### config.mk
export PLATFORM = sky130hd
export DESIGN_NAME = recognizer_sequencer_flat
export DESIGN_NICKNAME = d
export VERILOG_FILES = /design/src/rtl/recognizer_sequencer_pkg.sv /design/src/rtl/recognizer_sequencer_if.sv /design/src/rtl/recognizer_sequencer_timeout.sv /design/src/rtl/recognizer_sequencer.sv /design/src/flat_wrapper.sv
export SDC_FILE = /design/constraint.sdc
export NUM_CORES = 1
export LEC_CHECK = 0
export ABC_AREA = 1
export BUFFER_PORTS_ARGS = -buffer_cell sky130_fd_sc_hd__buf_2
export CORE_MARGIN = 4
export CORE_UTILIZATION = 56
export CTS_CLUSTER_DIAMETER = 30
export DETAILED_ROUTE_END_ITERATION = 10
export PLACE_DENSITY = 0.78
export RECOVER_POWER = 50
export SLEW_MARGIN = 20
export SYNTH_ARGS = -nofsm -noshare
export SYNTH_HDL_FRONTEND = slang
export SYNTH_HIERARCHICAL = 1
export SYNTH_SLANG_ARGS = --single-unit
### constraint.sdc
create_clock -name clk -period 2.9 [get_ports clk]
set_clock_uncertainty 0.05 [all_clocks]
set_input_delay 0.29 -clock clk [delete_from_list [all_inputs] [get_ports clk]]
set_output_delay 0.29 -clock clk [all_outputs]
set_load 0.05 [all_outputs]
### src/rtl/recognizer_sequencer_pkg.sv
// Shared types and constants for the digit-recognizer control path.
package recognizer_pkg;

    localparam int         NUM_BYTES  = 72;
    localparam logic [7:0] START_BYTE = 8'h00;
    localparam logic [7:0] END_BYTE   = 8'hFF;
    localparam logic [7:0] ERR_CODE   = 8'hEE;

    // Byte counter must hold NUM_BYTES itself (no wrap after the last byte).
    localparam int ADDR_W = $clog2(NUM_BYTES + 1);

    typedef enum logic [2:0] {
        IDLE,
        RECV,
        WAIT_END,
        INFER,
        RESULT
    } seq_state_t;

    // Two 4-bit pixels per byte; element [0] (low nibble) is the even pixel.
    typedef logic [1:0][3:0] pixel_byte_t;

    function automatic logic [7:0] digit_to_tx(input logic [3:0] digit);
        return {4'h0, digit};
    endfunction

endpackage

### src/rtl/recognizer_sequencer_if.sv
// Handshake bundle between the sequencer and its SPI, pixel-buffer and
// inference neighbours.
interface recognizer_sequencer_if;
    import recognizer_pkg::*;

    logic [7:0]        rx_data;
    logic              rx_valid;
    logic              pix_we;
    logic [ADDR_W-1:0] pix_waddr;
    logic [7:0]        pix_wdata;
    logic              start_infer;
    logic              infer_done;
    logic [3:0]        infer_digit;
    logic [7:0]        tx_data;
    logic              tx_load;
    logic              tx_read;
    logic              busy;
    logic              frame_error;

    // Sequencer side.
    modport master (
        input  rx_data, rx_valid, infer_done, infer_digit, tx_read,
        output pix_we, pix_waddr, pix_wdata, start_infer,
               tx_data, tx_load, busy, frame_error
    );

    // Environment side (receiver, inference engine, transmitter).
    modport slave (
        output rx_data, rx_valid, infer_done, infer_digit, tx_read,
        input  pix_we, pix_waddr, pix_wdata, start_infer,
               tx_data, tx_load, busy, frame_error
    );

endinterface

### src/rtl/recognizer_sequencer_timeout.sv
// Clear/enable up-counter that saturates at LIMIT and flags terminal count.
module seq_timeout_counter #(
    parameter int LIMIT = 8000
) (
    input  logic clk,
    input  logic n_rst,
    input  logic i_clr,
    input  logic i_en,
    output logic o_tc
);

    localparam int CW = $clog2(LIMIT + 1);

    logic [CW-1:0] r_count;
    logic          w_tc;

    assign w_tc = (r_count == CW'(LIMIT));
    assign o_tc = w_tc;

    // Count enabled cycles; hold at LIMIT so the flag stays asserted.
    always_ff @(posedge clk) begin
        if (!n_rst)
            r_count <= '0;
        else if (i_clr)
            r_count <= '0;
        else if (i_en && !w_tc)
            r_count <= r_count + CW'(1);
    end

endmodule

### src/rtl/recognizer_sequencer.sv
// Frame sequencer: collects pixel bytes, triggers inference, reports result.
module recognizer_sequencer
    import recognizer_pkg::*;
#(
    parameter int TIMEOUT_CYCLES = 8000
) (
    input  logic                   clk,
    input  logic                   n_rst,
    recognizer_sequencer_if.master bus
);

    seq_state_t        r_state;
    seq_state_t        w_next_state;

    logic [ADDR_W-1:0] r_byte_cnt;
    logic              r_pix_we;
    logic [ADDR_W-1:0] r_pix_waddr;
    pixel_byte_t       r_pix_wdata;
    logic              r_start_infer;
    logic              r_tx_load;
    logic [7:0]        r_tx_data;
    logic              r_frame_error;

    logic w_rx_start;
    logic w_rx_end;
    logic w_last_byte;
    logic w_timeout;
    logic w_busy;
    logic w_frame_start;
    logic w_write;
    logic w_fire;
    logic w_err;
    logic w_done;
    logic w_tmo_en;

    assign w_rx_start  = bus.rx_valid && (bus.rx_data == START_BYTE);
    assign w_rx_end    = bus.rx_valid && (bus.rx_data == END_BYTE);
    assign w_last_byte = (r_byte_cnt == ADDR_W'(NUM_BYTES - 1));

    seq_timeout_counter #(
        .LIMIT (TIMEOUT_CYCLES)
    ) u_timeout (
        .clk   (clk),
        .n_rst (n_rst),
        .i_clr (w_fire),
        .i_en  (w_tmo_en),
        .o_tc  (w_timeout)
    );

    // State register.
    always_ff @(posedge clk) begin
        if (!n_rst)
            r_state <= IDLE;
        else
            r_state <= w_next_state;
    end

    // Next-state decode; a new START in RESULT takes priority over tx_read.
    always_comb begin
        w_next_state = r_state;
        case (r_state)
            IDLE:     if (w_rx_start) w_next_state = RECV;
            RECV:     if (bus.rx_valid && w_last_byte) w_next_state = WAIT_END;
            WAIT_END: if (bus.rx_valid) w_next_state = w_rx_end ? INFER : RESULT;
            INFER:    if (bus.infer_done || w_timeout) w_next_state = RESULT;
            RESULT: begin
                if (w_rx_start)       w_next_state = RECV;
                else if (bus.tx_read) w_next_state = IDLE;
            end
            default:  w_next_state = IDLE;
        endcase
    end

    // Per-state action decode; infer_done outranks a coincident timeout.
    always_comb begin
        w_busy        = (r_state != IDLE);
        w_frame_start = 1'b0;
        w_write       = 1'b0;
        w_fire        = 1'b0;
        w_err         = 1'b0;
        w_done        = 1'b0;
        w_tmo_en      = 1'b0;
        case (r_state)
            IDLE:     w_frame_start = w_rx_start;
            RECV:     w_write = bus.rx_valid;
            WAIT_END: begin
                w_fire = w_rx_end;
                w_err  = bus.rx_valid && !w_rx_end;
            end
            INFER: begin
                w_tmo_en = 1'b1;
                w_done   = bus.infer_done;
                w_err    = !bus.infer_done && w_timeout;
            end
            RESULT:   w_frame_start = w_rx_start;
            default:  ;
        endcase
    end

    // Registered strobes, pixel write path, result byte and error flag.
    always_ff @(posedge clk) begin
        if (!n_rst) begin
            r_byte_cnt    <= '0;
            r_pix_we      <= 1'b0;
            r_pix_waddr   <= '0;
            r_pix_wdata   <= '0;
            r_start_infer <= 1'b0;
            r_tx_load     <= 1'b0;
            r_tx_data     <= 8'h00;
            r_frame_error <= 1'b0;
        end else begin
            r_pix_we      <= w_write;
            r_start_infer <= w_fire;
            r_tx_load     <= w_err || w_done;
            if (w_frame_start) begin
                r_byte_cnt    <= '0;
                r_frame_error <= 1'b0;
            end
            if (w_write) begin
                r_pix_waddr <= r_byte_cnt;
                r_pix_wdata <= pixel_byte_t'(bus.rx_data);
                r_byte_cnt  <= r_byte_cnt + ADDR_W'(1);
            end
            if (w_err) begin
                r_frame_error <= 1'b1;
                r_tx_data     <= ERR_CODE;
            end else if (w_done) begin
                r_tx_data <= digit_to_tx(bus.infer_digit);
            end
        end
    end

    assign bus.pix_we      = r_pix_we;
    assign bus.pix_waddr   = r_pix_waddr;
    assign bus.pix_wdata   = r_pix_wdata;
    assign bus.start_infer = r_start_infer;
    assign bus.tx_load     = r_tx_load;
    assign bus.tx_data     = r_tx_data;
    assign bus.busy        = w_busy;
    assign bus.frame_error = r_frame_error;

endmodule

### src/flat_wrapper.sv
// flat-port wrapper written by rule: the top's interface ports become plain ports
module recognizer_sequencer_flat import recognizer_pkg::*;
#(
    parameter int TIMEOUT_CYCLES = 8000
)
  (clk, n_rst, bus_rx_data, bus_rx_valid, bus_infer_done, bus_infer_digit, bus_tx_read, bus_pix_we, bus_pix_waddr, bus_pix_wdata, bus_start_infer, bus_tx_data, bus_tx_load, bus_busy, bus_frame_error);
  recognizer_sequencer_if bus_i ();
  input  logic clk;
  input  logic n_rst;
  input wire logic [$bits(bus_i.rx_data)-1:0] bus_rx_data;
  input wire logic [$bits(bus_i.rx_valid)-1:0] bus_rx_valid;
  input wire logic [$bits(bus_i.infer_done)-1:0] bus_infer_done;
  input wire logic [$bits(bus_i.infer_digit)-1:0] bus_infer_digit;
  input wire logic [$bits(bus_i.tx_read)-1:0] bus_tx_read;
  output wire logic [$bits(bus_i.pix_we)-1:0] bus_pix_we;
  output wire logic [$bits(bus_i.pix_waddr)-1:0] bus_pix_waddr;
  output wire logic [$bits(bus_i.pix_wdata)-1:0] bus_pix_wdata;
  output wire logic [$bits(bus_i.start_infer)-1:0] bus_start_infer;
  output wire logic [$bits(bus_i.tx_data)-1:0] bus_tx_data;
  output wire logic [$bits(bus_i.tx_load)-1:0] bus_tx_load;
  output wire logic [$bits(bus_i.busy)-1:0] bus_busy;
  output wire logic [$bits(bus_i.frame_error)-1:0] bus_frame_error;
  assign bus_i.rx_data = bus_rx_data;
  assign bus_i.rx_valid = bus_rx_valid;
  assign bus_i.infer_done = bus_infer_done;
  assign bus_i.infer_digit = bus_infer_digit;
  assign bus_i.tx_read = bus_tx_read;
  assign bus_pix_we = bus_i.pix_we;
  assign bus_pix_waddr = bus_i.pix_waddr;
  assign bus_pix_wdata = bus_i.pix_wdata;
  assign bus_start_infer = bus_i.start_infer;
  assign bus_tx_data = bus_i.tx_data;
  assign bus_tx_load = bus_i.tx_load;
  assign bus_busy = bus_i.busy;
  assign bus_frame_error = bus_i.frame_error;
  recognizer_sequencer #(.TIMEOUT_CYCLES(TIMEOUT_CYCLES)) u_core (.clk(clk), .n_rst(n_rst), .bus(bus_i));
endmodule
; ---- Word level (Yosys, flattened, before mapping)
; Index checks and enable logic that the tools add are counted.
[classes]
mux = 20
reduce_logical = 21
n_eq_ne = 12
add_sub_neg = 2
bitwise = 1
[op_table]
columns = cell, count
row1 = two-way mux 3 bit, 7
row2 = two-way mux 8 bit, 2
row3 = case mux 3 bit (5 select lines), 1
row4 = two-way mux 7 bit, 2
row5 = adder 13 x 1 -> 13 bit (second input constant), 1
row6 = == test 13 bit (second input constant), 1
row7 = == test 8 bit (second input constant), 1
row8 = logical NOT 8 bit, 1
row9 = adder 7 x 1 -> 7 bit (second input constant), 1
row10 = == test 7 bit (second input constant), 1
row11 = two-way mux 1 bit, 7
row12 = == test 3 x 2 -> 1 bit (second input constant), 2
row13 = logical AND 1 bit, 6
row14 = inequality test 2 x 1 -> 1 bit (second input constant), 3
row15 = nonzero test 2 bit, 3
row16 = OR reduction 2 bit, 3
row17 = AND reduction 5 bit, 1
row18 = == test 3 x 1 -> 1 bit (second input constant), 1
row19 = == test 3 bit (second input constant), 1
row20 = logical NOT 1 bit, 3
row21 = logical NOT 3 bit, 1
row22 = inequality test 3 x 2 -> 1 bit (second input constant), 1
row23 = nonzero test 3 bit, 1
row24 = logical OR 1 bit, 2
row25 = 3 further kinds, 3
[totals]
wordCells = 68
ff_bits = 49
out_inout_bits = 28
input_bits = 17

; ---- Depth between registers and ports, before layout
; Gate-level depths: netlist of run 1.
[logic_depth]
word_depth = 6
depth_mapped = 14
ltp_nobuf = 14

; ---- By module
; The synthesis of run 1 kept the hierarchy.
[by_module_without_submodules]
columns = module, cells_per_inst, n_inst, area_per_inst_um2
row1 = recognizer_sequencer, 229, 1, 1547.7
row2 = seq_timeout_counter, 129, 1, 819.5

; ---- Least setup slack after synthesis of run 1
; OpenSTA, ideal clock, no wires.
[synth_path]
kind = reg2reg
from = register u_core.u_timeout.r_count[0]
to = register u_core.r_state[0]
path_slack_ns = 1.245
arrival_ns = 1.534
path_stages_with_launch = 15
setup_time_ns = 0.070
n_path_buf = 0
synth_period_minus_slack_ns = 1.655
required_ns = 2.780
path_cell_list = dfxtp_1 -> inv_1 -> ha_1 -> nand2_1 -> nor2_2 -> nand3_4 -> inv_1 -> inv_1 -> nand2_1 -> nor2_1 -> nor2_1 -> nand2_1 -> nor2_1 -> nand2_1 -> a21oi_1
[synth_via]
elab_chain_cells = 4
[synth_rtl]
columns = element, line_no
row1 = from (decl), recognizer_sequencer_timeout.sv:14  ; logic [CW-1:0] r_count;
row2 = from (signal assigned), recognizer_sequencer_timeout.sv:27  ; r_count <= r_count + CW'(1);
row3 = == test 13 bit, recognizer_sequencer_timeout.sv:17  ; assign w_tc = (r_count == CW'(LIMIT));
row4 = named net u_core.w_timeout, recognizer_sequencer.sv:27  ; logic w_timeout;
row5 = logical OR 1 bit, recognizer_sequencer.sv:65  ; INFER: if (bus.infer_done || w_timeout) w_next_state = RESULT;
row6 = inequality test 2 x 1 -> 1 bit (no source line), -
row7 = AND reduction 5 bit (no source line), -
row8 = to (signal assigned), recognizer_sequencer.sv:55  ; r_state <= w_next_state;
row9 = to (decl), recognizer_sequencer.sv:12  ; seq_state_t r_state;
; The timed path passes the listed nets, and every way through them passes these cells.
; A chain may end at the register's enable or synchronous reset.

; ---- Worst setup path in the final report of run 1
[layout_path]
from = register u_core.r_state[0]
to = register u_core.r_byte_cnt[5]
[layout_via]
elab_chain_cells = 4
elab_cells_between_ends = 8
cone_classes = 2 x eq/ne / 3 x mux / 3 x reduce/logical
[layout_rtl]
columns = element, line_no
row1 = == test 3 bit or logical NOT 3 bit (tied branches), recognizer_sequencer.sv:83  ; case (r_state)
row2 = OR reduction 2 bit (no source line), -
row3 = two-way mux 1 bit, recognizer_sequencer.sv:83
row4 = nonzero test 2 bit (no source line), -
row5 = to (signal assigned), recognizer_sequencer.sv:122  ; r_byte_cnt <= r_byte_cnt + ADDR_W'(1);
row6 = to (decl), recognizer_sequencer.sv:15  ; logic [ADDR_W-1:0] r_byte_cnt;
; Several ways; a longest one is shown, not always the timed one.

==> impl_metrics.py, run 1 <==
metrics = {
    "global_route": {
        "grt_usage_pct": 21.41,
        "first_global_vias": 2145,
        "grt-ovfl-total": 0,
        "largest_net_degree_at_the_start_of_global_routing": 21,
        "grt_first_pass_wirelength_um": 9108,
        "grt_antenna_before_repair": 0,
    },
    "worst_setup_path": {
        "crit_path_top_delay_cell": "sky130_fd_sc_hd__inv_1",
        "worstPathBufferInverterCount": 2,
        "r2r.worst_path.cells": 8,
        "timing.critical_path.from_type": "register",
        "worst_path_largest_cell_delay_ps": 590,
        "setup.worst_path.class": "reg2reg",
        "reg2reg_from": "u_core/r_state[0]",
        "critical-path-top-delay-family": "simple AND/OR/NAND/NOR gates",
        "r2r_path_end": "u_core/r_byte_cnt[5]",
        "timing.critical_path.cells": "inv_1 > nor3_4 > nand2_1 > inv_1 > nand2_2 > o21ai_1 > nand2_1 > nor2_1",
        "critical_path_arrival_ps": 2340,
        "timing.critical_path.to_type": "register",
        "cp_data_required_time_ps": 3090,
        "crit_fanout": 20,
        "reg2reg_setup_slack_ps": 750,
        "worst-path-stages": 8,
    },
    "final_layout": {
        "area_delta_synth_final_pct": 11.47,
        "num-nets-final": 419,
        "antenna_cells": 0,
        "final_core_util_pct": 65.03,
        "fillers": 388,
        "finalInstanceArea_um2": 2639,
        "fraction_of_layout_cells_with_a_size_suffix_above_1_pct": 9.250,
    },
    "clock_network": {
        "clock-sinks": 47,
        "cts_made_buffers": 5,
        "max-clock-path-buffers": 2,
        "cts.hold.buffers_added": 0,
        "post_cts.repair.setup_buffers": 0,
        "clk_latency_ps": 300,
        "tritoncts_clock_tree": "built",
        "cts.root.buffer_cell": "sky130_fd_sc_hd__clkbuf_8",
        "ctsResizeCount": 0,
        "cts_max_level": 2,
        "cts.reportedPaths.clkPinSlew_ps": 90,
    },
    "die": {
        "core.rowCount": 23,
        "die_ht_um": 73.02,
        "floorplan.io_pins": 45,
        "initial_core_util_pct": 58.34,
        "die-area_um2": 5331,
        "die_w_um": 73.02,
        "core_um2": 4058,
    },
    "sta": {
        "final_min_period_over_clock_period_pct": 73.99,
        "tightest_slew_ps": 602.1,
        "rsz_0062_raised_after_global_routing": "no",
        "maxClockFrequency_mhz": 466.1,
        "finalHoldViolCount": 0,
        "timing.max_slew.rel_slack_pct": 60.03,
        "maxSlewViolCount": 0,
        "setup-tns-final_ps": 0,
        "number_of_setup_violations_in_the_final_report": 0,
        "period_minus_slack_ps": 2146,
    },
    "logic_synthesis": {
        "synthesis.area_um2": 2367,
        "synth_edf_count": 0,
        "synth.yosys.warnings": 6,
        "synthesis.nets": 378,
        "largest_cells_by_area_after_synthesis": "sky130_fd_sc_hd__dfxtp_1 (40%), sky130_fd_sc_hd__nand2_1 (18%), sky130_fd_sc_hd__nor2_1 (7.5%)",
        "number_of_distinct_library_cell_variants_in_the_gate_level_netlist_after_synthesis": 28,
        "syn_area_per_cell_um2": 6.612,
        "synth.largest_area_cell": "sky130_fd_sc_hd__dfxtp_1",
        "yosys_register_bits": 47,
        "yosysTopAreaCellShare_pct": 39.75,
        "post_synth_most_frequent_cells": "sky130_fd_sc_hd__nand2_1 (112), sky130_fd_sc_hd__dfxtp_1 (47), sky130_fd_sc_hd__nor2_1 (47), sky130_fd_sc_hd__inv_1 (42), sky130_fd_sc_hd__a21oi_1 (32)",
        "yosys_most_used_dff": "sky130_fd_sc_hd__dfxtp_1",
        "post_synthesis_async_set_or_reset_flop_share_pct": 0,
        "netlist_instances": 358,
        "yosys.cell_count.top_type": "sky130_fd_sc_hd__nand2_1",
        "synth_seq_area_share_pct": 39.75,
    },
    "placement": {
        "finalWeightedCongestion": 0.9157,
        "hpwlAfterDp_um": 3842,
        "placement.cell_area_um2": 2582,
        "port_buffer_count": 43,
    },
    "detailed_routing": {
        "route.antenna.remaining_nets": 0,
        "drt_wl_total_um": 5139,
        "drt-vias-per-instance": 5.062,
        "vias": 2278,
        "detail_route.drc_violations": 0,
        "drt_iter0_markers": 193,
        "drt-pass1-iter-count": 4,
        "wire_per_inst_um": 11.42,
    },
    "flow_run": {
        "max_cap_violations": 0,
    },
    "pwr": {
        "powerDensity_nw_per_um2": 497.7,
        "p_leak_nw": 1.100,
        "vdd_ir_drop_max_uv": 304.0,
    },
    "status": {
        "outcome": "complete, no violations",
    },
    "worst_hold_path": {
        "worst_hold_path.num_cells": 3,
        "min-delay-start": "bus_infer_digit[0]",
        "worstHoldPathType": "in2reg",
        "worst_hold_path.endpoint": "u_core/bus.tx_data[0]",
    },
}
-- report_power, final --
part	switching, mW	internal (mW)	leakage (nW)	total (mW)
logic	0.167	0.0495	0.674	0.216
clock network	0.225	0.195	0.0474	0.419
registers	0.0120	0.666	0.379	0.678
-- kinds of logic (layout without fill, tap and decap cells) --
group | Yosys count | in the layout | share of synthesized area, %
AO/OA/AOI/OAI | 48 | 48 | 10.41
XOR/XNOR | 5 | 5 | 1.850
adder cells (fa/ha/maj) | 3 | 3 | 1.586
buffers and inverters | 56 | 98 | 10.25
flip-flops | 47 | 47 | 39.75
other | 1 | 1 | 0.1584
AND/OR/NAND/NOR | 198 | 198 | 35.99
-- sequential cells by signal (all words and copies together), names as in the netlist --
signal,count
u_core/u_timeout/r_count,13
u_core/bus.pix_wdata,8
u_core/bus.pix_waddr,7
u_core/r_byte_cnt,7
u_core/bus.tx_data,5
u_core/r_state,3
u_core/bus.frame_error,1
u_core/bus.pix_we,1
u_core/bus.start_infer,1
u_core/bus.tx_load,1
-- worst max-delay path by stage --
| stage | from | to |
|---|---|---|
| after global routing | u_core/r_state[0] | u_core/r_byte_cnt[5] |
| final | u_core/r_state[0] | u_core/r_byte_cnt[5] |
| after global placement | u_core/u_timeout/r_count[0] | u_core/r_state[0] |
| after CTS | u_core/u_timeout/r_count[0] | u_core/r_state[0] |
| after floorplan | u_core/u_timeout/r_count[0] | u_core/r_state[0] |
| after detailed placement | u_core/u_timeout/r_count[0] | u_core/r_state[0] |
-- layer usage --
metal | wire length (um) | vias up | global-route usage, %
li1 | - | 1190 | -
met1 | 2393 | 1011 | 27.67
met2 | 2337 | 67 | 34.56
met3 | 323 | 10 | 5.096
met4 | 85 | 0 | 7.787
met5 | 0 | - | 0
-- cells in the final DEF, fill, tap and decap left out, types with 2 or more instances in the layout --
cell type / instances
sky130_fd_sc_hd__o21ai_1: 3
sky130_fd_sc_hd__nand2_1: 113
sky130_fd_sc_hd__buf_2: 17
sky130_fd_sc_hd__nor2_1: 48
sky130_fd_sc_hd__nand3_1: 21
sky130_fd_sc_hd__dfxtp_1: 47
sky130_fd_sc_hd__xor2_1: 4
sky130_fd_sc_hd__clkbuf_8: 6
sky130_fd_sc_hd__ha_1: 3
sky130_fd_sc_hd__a31oi_1: 3
sky130_fd_sc_hd__nand4_1: 6
sky130_fd_sc_hd__inv_1: 44
sky130_fd_sc_hd__inv_2: 2
sky130_fd_sc_hd__clkbuf_1: 26
sky130_fd_sc_hd__a21oi_1: 32
sky130_fd_sc_hd__nor2_2: 4
sky130_fd_sc_hd__o21ai_0: 9
-- stage by stage --
stage	cells	hold WS [ps]	setup slack, ps	total power [mW]
after floorplan	358	382.7	1245	0.8622
after global placement	442	401.5	1174	0.9139
after detailed placement	442	406.2	1069	0.9146
after CTS	450	186.3	1052	1.336
after global routing	450	202.8	443.2	1.380
final	450	189.2	754.4	1.313
-- tightest hold or removal path: stages --
cell	delay [ps]
sky130_fd_sc_hd__buf_2	100
sky130_fd_sc_hd__nand2_1	50
sky130_fd_sc_hd__a211oi_1	60
-- area by class of cell --
type	instances	area, um2	area share, %
repair buffers	44	190.2	7.207
well taps	50	62.56	2.371
clock buffers	6	82.58	3.129
clock inverters	2	16.27	0.6164
inverters	46	172.7	6.543
multi-input cells	255	1174	44.48
flip-flops and latches	47	940.9	35.66
No activity file was read; power rests on OpenSTA's default activity.
==> run 2: changes to the inputs <==
--- a/config.mk
+++ b/config.mk
@@ -8,10 +8,10 @@
 export ABC_AREA = 1
 export BUFFER_PORTS_ARGS = -buffer_cell sky130_fd_sc_hd__buf_2
 export CORE_MARGIN = 4
-export CORE_UTILIZATION = 56
+export CORE_UTILIZATION = 49
 export CTS_CLUSTER_DIAMETER = 30
 export DETAILED_ROUTE_END_ITERATION = 10
-export PLACE_DENSITY = 0.78
+export PLACE_DENSITY = 0.72
 export RECOVER_POWER = 50
 export SLEW_MARGIN = 20
 export SYNTH_ARGS = -nofsm -noshare
==> constraint.sdc (replaced) <==
create_clock -name clk -period 1.9 [get_ports clk]
set_clock_uncertainty 0.05 [all_clocks]
set_input_delay 0.19 -clock clk [delete_from_list [all_inputs] [get_ports clk]]
set_output_delay 0.19 -clock clk [all_outputs]
set_load 0.05 [all_outputs]
==> run 2 against run 1 <==
Clock power increased by 40%; clock-buffer cell count unchanged; critical path depth rose by 6; wire length rose by 0.47%; flip-flop and latch count did not move; sequential power rose by 52%; global-route usage fell by 3.3 points; worst setup slack worse by 530 ps; maximum frequency grew 28%; register-to-register slack got worse by 530 ps; cell count grew 2.2%; die area rose by 13%; critical endpoint is now u_core/r_state[0]; highest routed layer unchanged.
==> impl_metrics.py, run 2 (synthesis gave the netlist of run 1 again) <==
metrics = {
    "final_layout": {
        "largest-register": "u_core/u_timeout/r_count",
        "fraction_of_layout_cells_with_a_size_suffix_above_1_pct": 11.33,
        "num-nets-final": 425,
        "layout_common_cells": "sky130_fd_sc_hd__nand2_1 (112), sky130_fd_sc_hd__dfxtp_1 (47), sky130_fd_sc_hd__nor2_1 (46)",
        "instances_no_fill": 460,
        "largest_reg_flops": 13,
        "area_delta_synth_final_pct": 13.53,
        "fillers": 479,
        "antenna_cells": 0,
        "most_common_cell_after_layout_fill_and_taps_aside": "sky130_fd_sc_hd__nand2_1",
    },
    "status": {
        "outcome": "complete, no violations",
    },
    "detailed_routing": {
        "detail_route.drc_violations": 0,
        "route.antenna.remaining_nets": 0,
        "vias": 2247,
        "wire_per_inst_um": 11.22,
        "drt_iter0_markers": 88,
        "drt-vias-per-instance": 4.885,
        "drt_wl_total_um": 5163,
        "drt-pass1-iter-count": 4,
    },
    "worst_setup_path": {
        "cp_data_required_time_ps": 2080,
        "critical_path_arrival_ps": 1850,
        "setup.worst_path.class": "reg2reg",
        "timing.critical_path.from_type": "register",
        "crit_fanout": 5,
        "timing.critical_path.to_type": "register",
    },
    "die": {
        "core_um2": 4692,
        "floorplan.io_pins": 45,
        "core.rowCount": 25,
        "initial_core_util_pct": 50.45,
        "die-area_um2": 6007,
        "die_w_um": 77.51,
        "die_ht_um": 77.51,
    },
    "global_route": {
        "grt_first_pass_wirelength_um": 8887,
        "grt_antenna_before_repair": 0,
        "gr-usage-met3_pct": 5.452,
        "grt_usage_pct": 18.11,
        "first_global_vias": 2044,
        "largest_net_degree_at_the_start_of_global_routing": 21,
        "grt_util_met2_pct": 28.24,
        "global_route.peak_usage_layer": "met2",
        "grt_use_met1_pct": 23.92,
        "grt-ovfl-total": 0,
    },
    "pwr": {
        "totalPowerFinal_mw": 1.961,
        "p_leak_nw": 1.131,
        "powerDensity_nw_per_um2": 729.8,
        "vdd_ir_drop_max_uv": 487.3,
    },
    "sta": {
        "final_min_period_over_clock_period_pct": 88.07,
        "finalHoldViolCount": 0,
        "maxSlewViolCount": 0,
        "tightest_slew_ps": 608.1,
        "rsz_0062_raised_after_global_routing": "no",
        "number_of_setup_violations_in_the_final_report": 0,
        "setup-tns-final_ps": 0,
        "maxClockFrequency_mhz": 597.6,
        "period_minus_slack_ps": 1673,
        "timing.max_slew.rel_slack_pct": 59.64,
    },
    "placement": {
        "hpwlAfterDp_um": 3812,
        "finalWeightedCongestion": 0.8351,
        "port_buffer_count": 43,
        "placed_cells": 449,
    },
    "clock_network": {
        "cts_made_buffers": 5,
        "max-clock-path-buffers": 2,
        "clk_latency_ps": 300,
        "clock-sinks": 47,
        "tritoncts_clock_tree": "built",
        "cts.reportedPaths.clkPinSlew_ps": 80,
        "cts.root.buffer_cell": "sky130_fd_sc_hd__clkbuf_8",
        "cts_max_level": 2,
    },
    "worst_hold_path": {
        "worstHoldPathType": "in2reg",
    },
    "flow_run": {
        "max_cap_violations": 0,
    },
}
==> run 2: cell count changes in the layout (fill, tap and decap cells not counted), sizes merged <==
cell | before | now
buf | 18 | 24
==> run 2: per-layer routing <==
layer	wire (um)	part of all wire [%]
met2	2304	45
met4	28	0.54
met1	2464	48
met5	0	0
met3	366	7.1
==> run 2: final timing paths <==
check	from	endpoint	slack, ps	depth (start not counted)
worst max-delay path	u_core/u_timeout/r_count[0]	u_core/r_state[0]	230	14
worst min-delay path	bus_infer_digit[1]	u_core/bus.tx_data[1]	110	3
worst max register to register	u_core/u_timeout/r_count[0]	u_core/r_state[0]	230	14
worst min register to register	u_core/bus.pix_wdata[5]	u_core/bus.pix_wdata[5]	420	2
==> run 2: worst max-delay path, cell delays in order, from the launching register on <==
cell and delay, ps:
sky130_fd_sc_hd__dfxtp_1 340, sky130_fd_sc_hd__inv_2 70, sky130_fd_sc_hd__ha_1 140, sky130_fd_sc_hd__nand2_1 60
sky130_fd_sc_hd__nor2_2 130, sky130_fd_sc_hd__nand3_4 120, sky130_fd_sc_hd__inv_1 90, sky130_fd_sc_hd__inv_1 40
sky130_fd_sc_hd__nand2_1 50, sky130_fd_sc_hd__nor2_1 50, sky130_fd_sc_hd__nor2_1 120, sky130_fd_sc_hd__nand2_1 80
sky130_fd_sc_hd__nor2_2 100, sky130_fd_sc_hd__nand2_1 60, sky130_fd_sc_hd__a21oi_1 120
==> run 2: through the flow <==
| stage | hold slack [ps] | worst slack, ps | utilization, % | cell area, um2 |
|---|---|---|---|---|
| after floorplan | 282.7 | 245.1 | - | 2367 |
| after global routing | 98.20 | 17.80 | 57.28 | 2688 |
| after CTS | 98.28 | 73.38 | 57.44 | 2695 |
| final | 105.2 | 226.7 | 57.28 | 2688 |
| after detailed placement | 406.7 | 94.97 | 55.63 | 2610 |
| after global placement | 402.4 | 179.3 | 55.63 | 2610 |
==> run 2: final cells by class <==
class | instances | area (um2) | share of cell area [%]
multi-input cells | 255 | 1186 | 44.13
clock buffers | 6 | 72.57 | 2.700
flip-flops and latches | 47 | 940.9 | 35.01
inverters | 46 | 172.7 | 6.425
clock inverters | 2 | 12.51 | 0.4655
repair buffers | 50 | 235.2 | 8.752
well taps | 54 | 67.56 | 2.514
==> run 2: what timing repair did <==
item                       CTS  global route
buffers inserted             0             3
resized for setup            0             2
hold buffers                 0             0
setup endpoints to repair    0             2
==> run 2: report_power, final <==
group / internal (mW) / leakage (nW) / switching [mW]
Combinational: 0.0833 / 0.711 / 0.258
Sequential: 1.02 / 0.379 / 0.0183
Clock: 0.257 / 0.0412 / 0.329
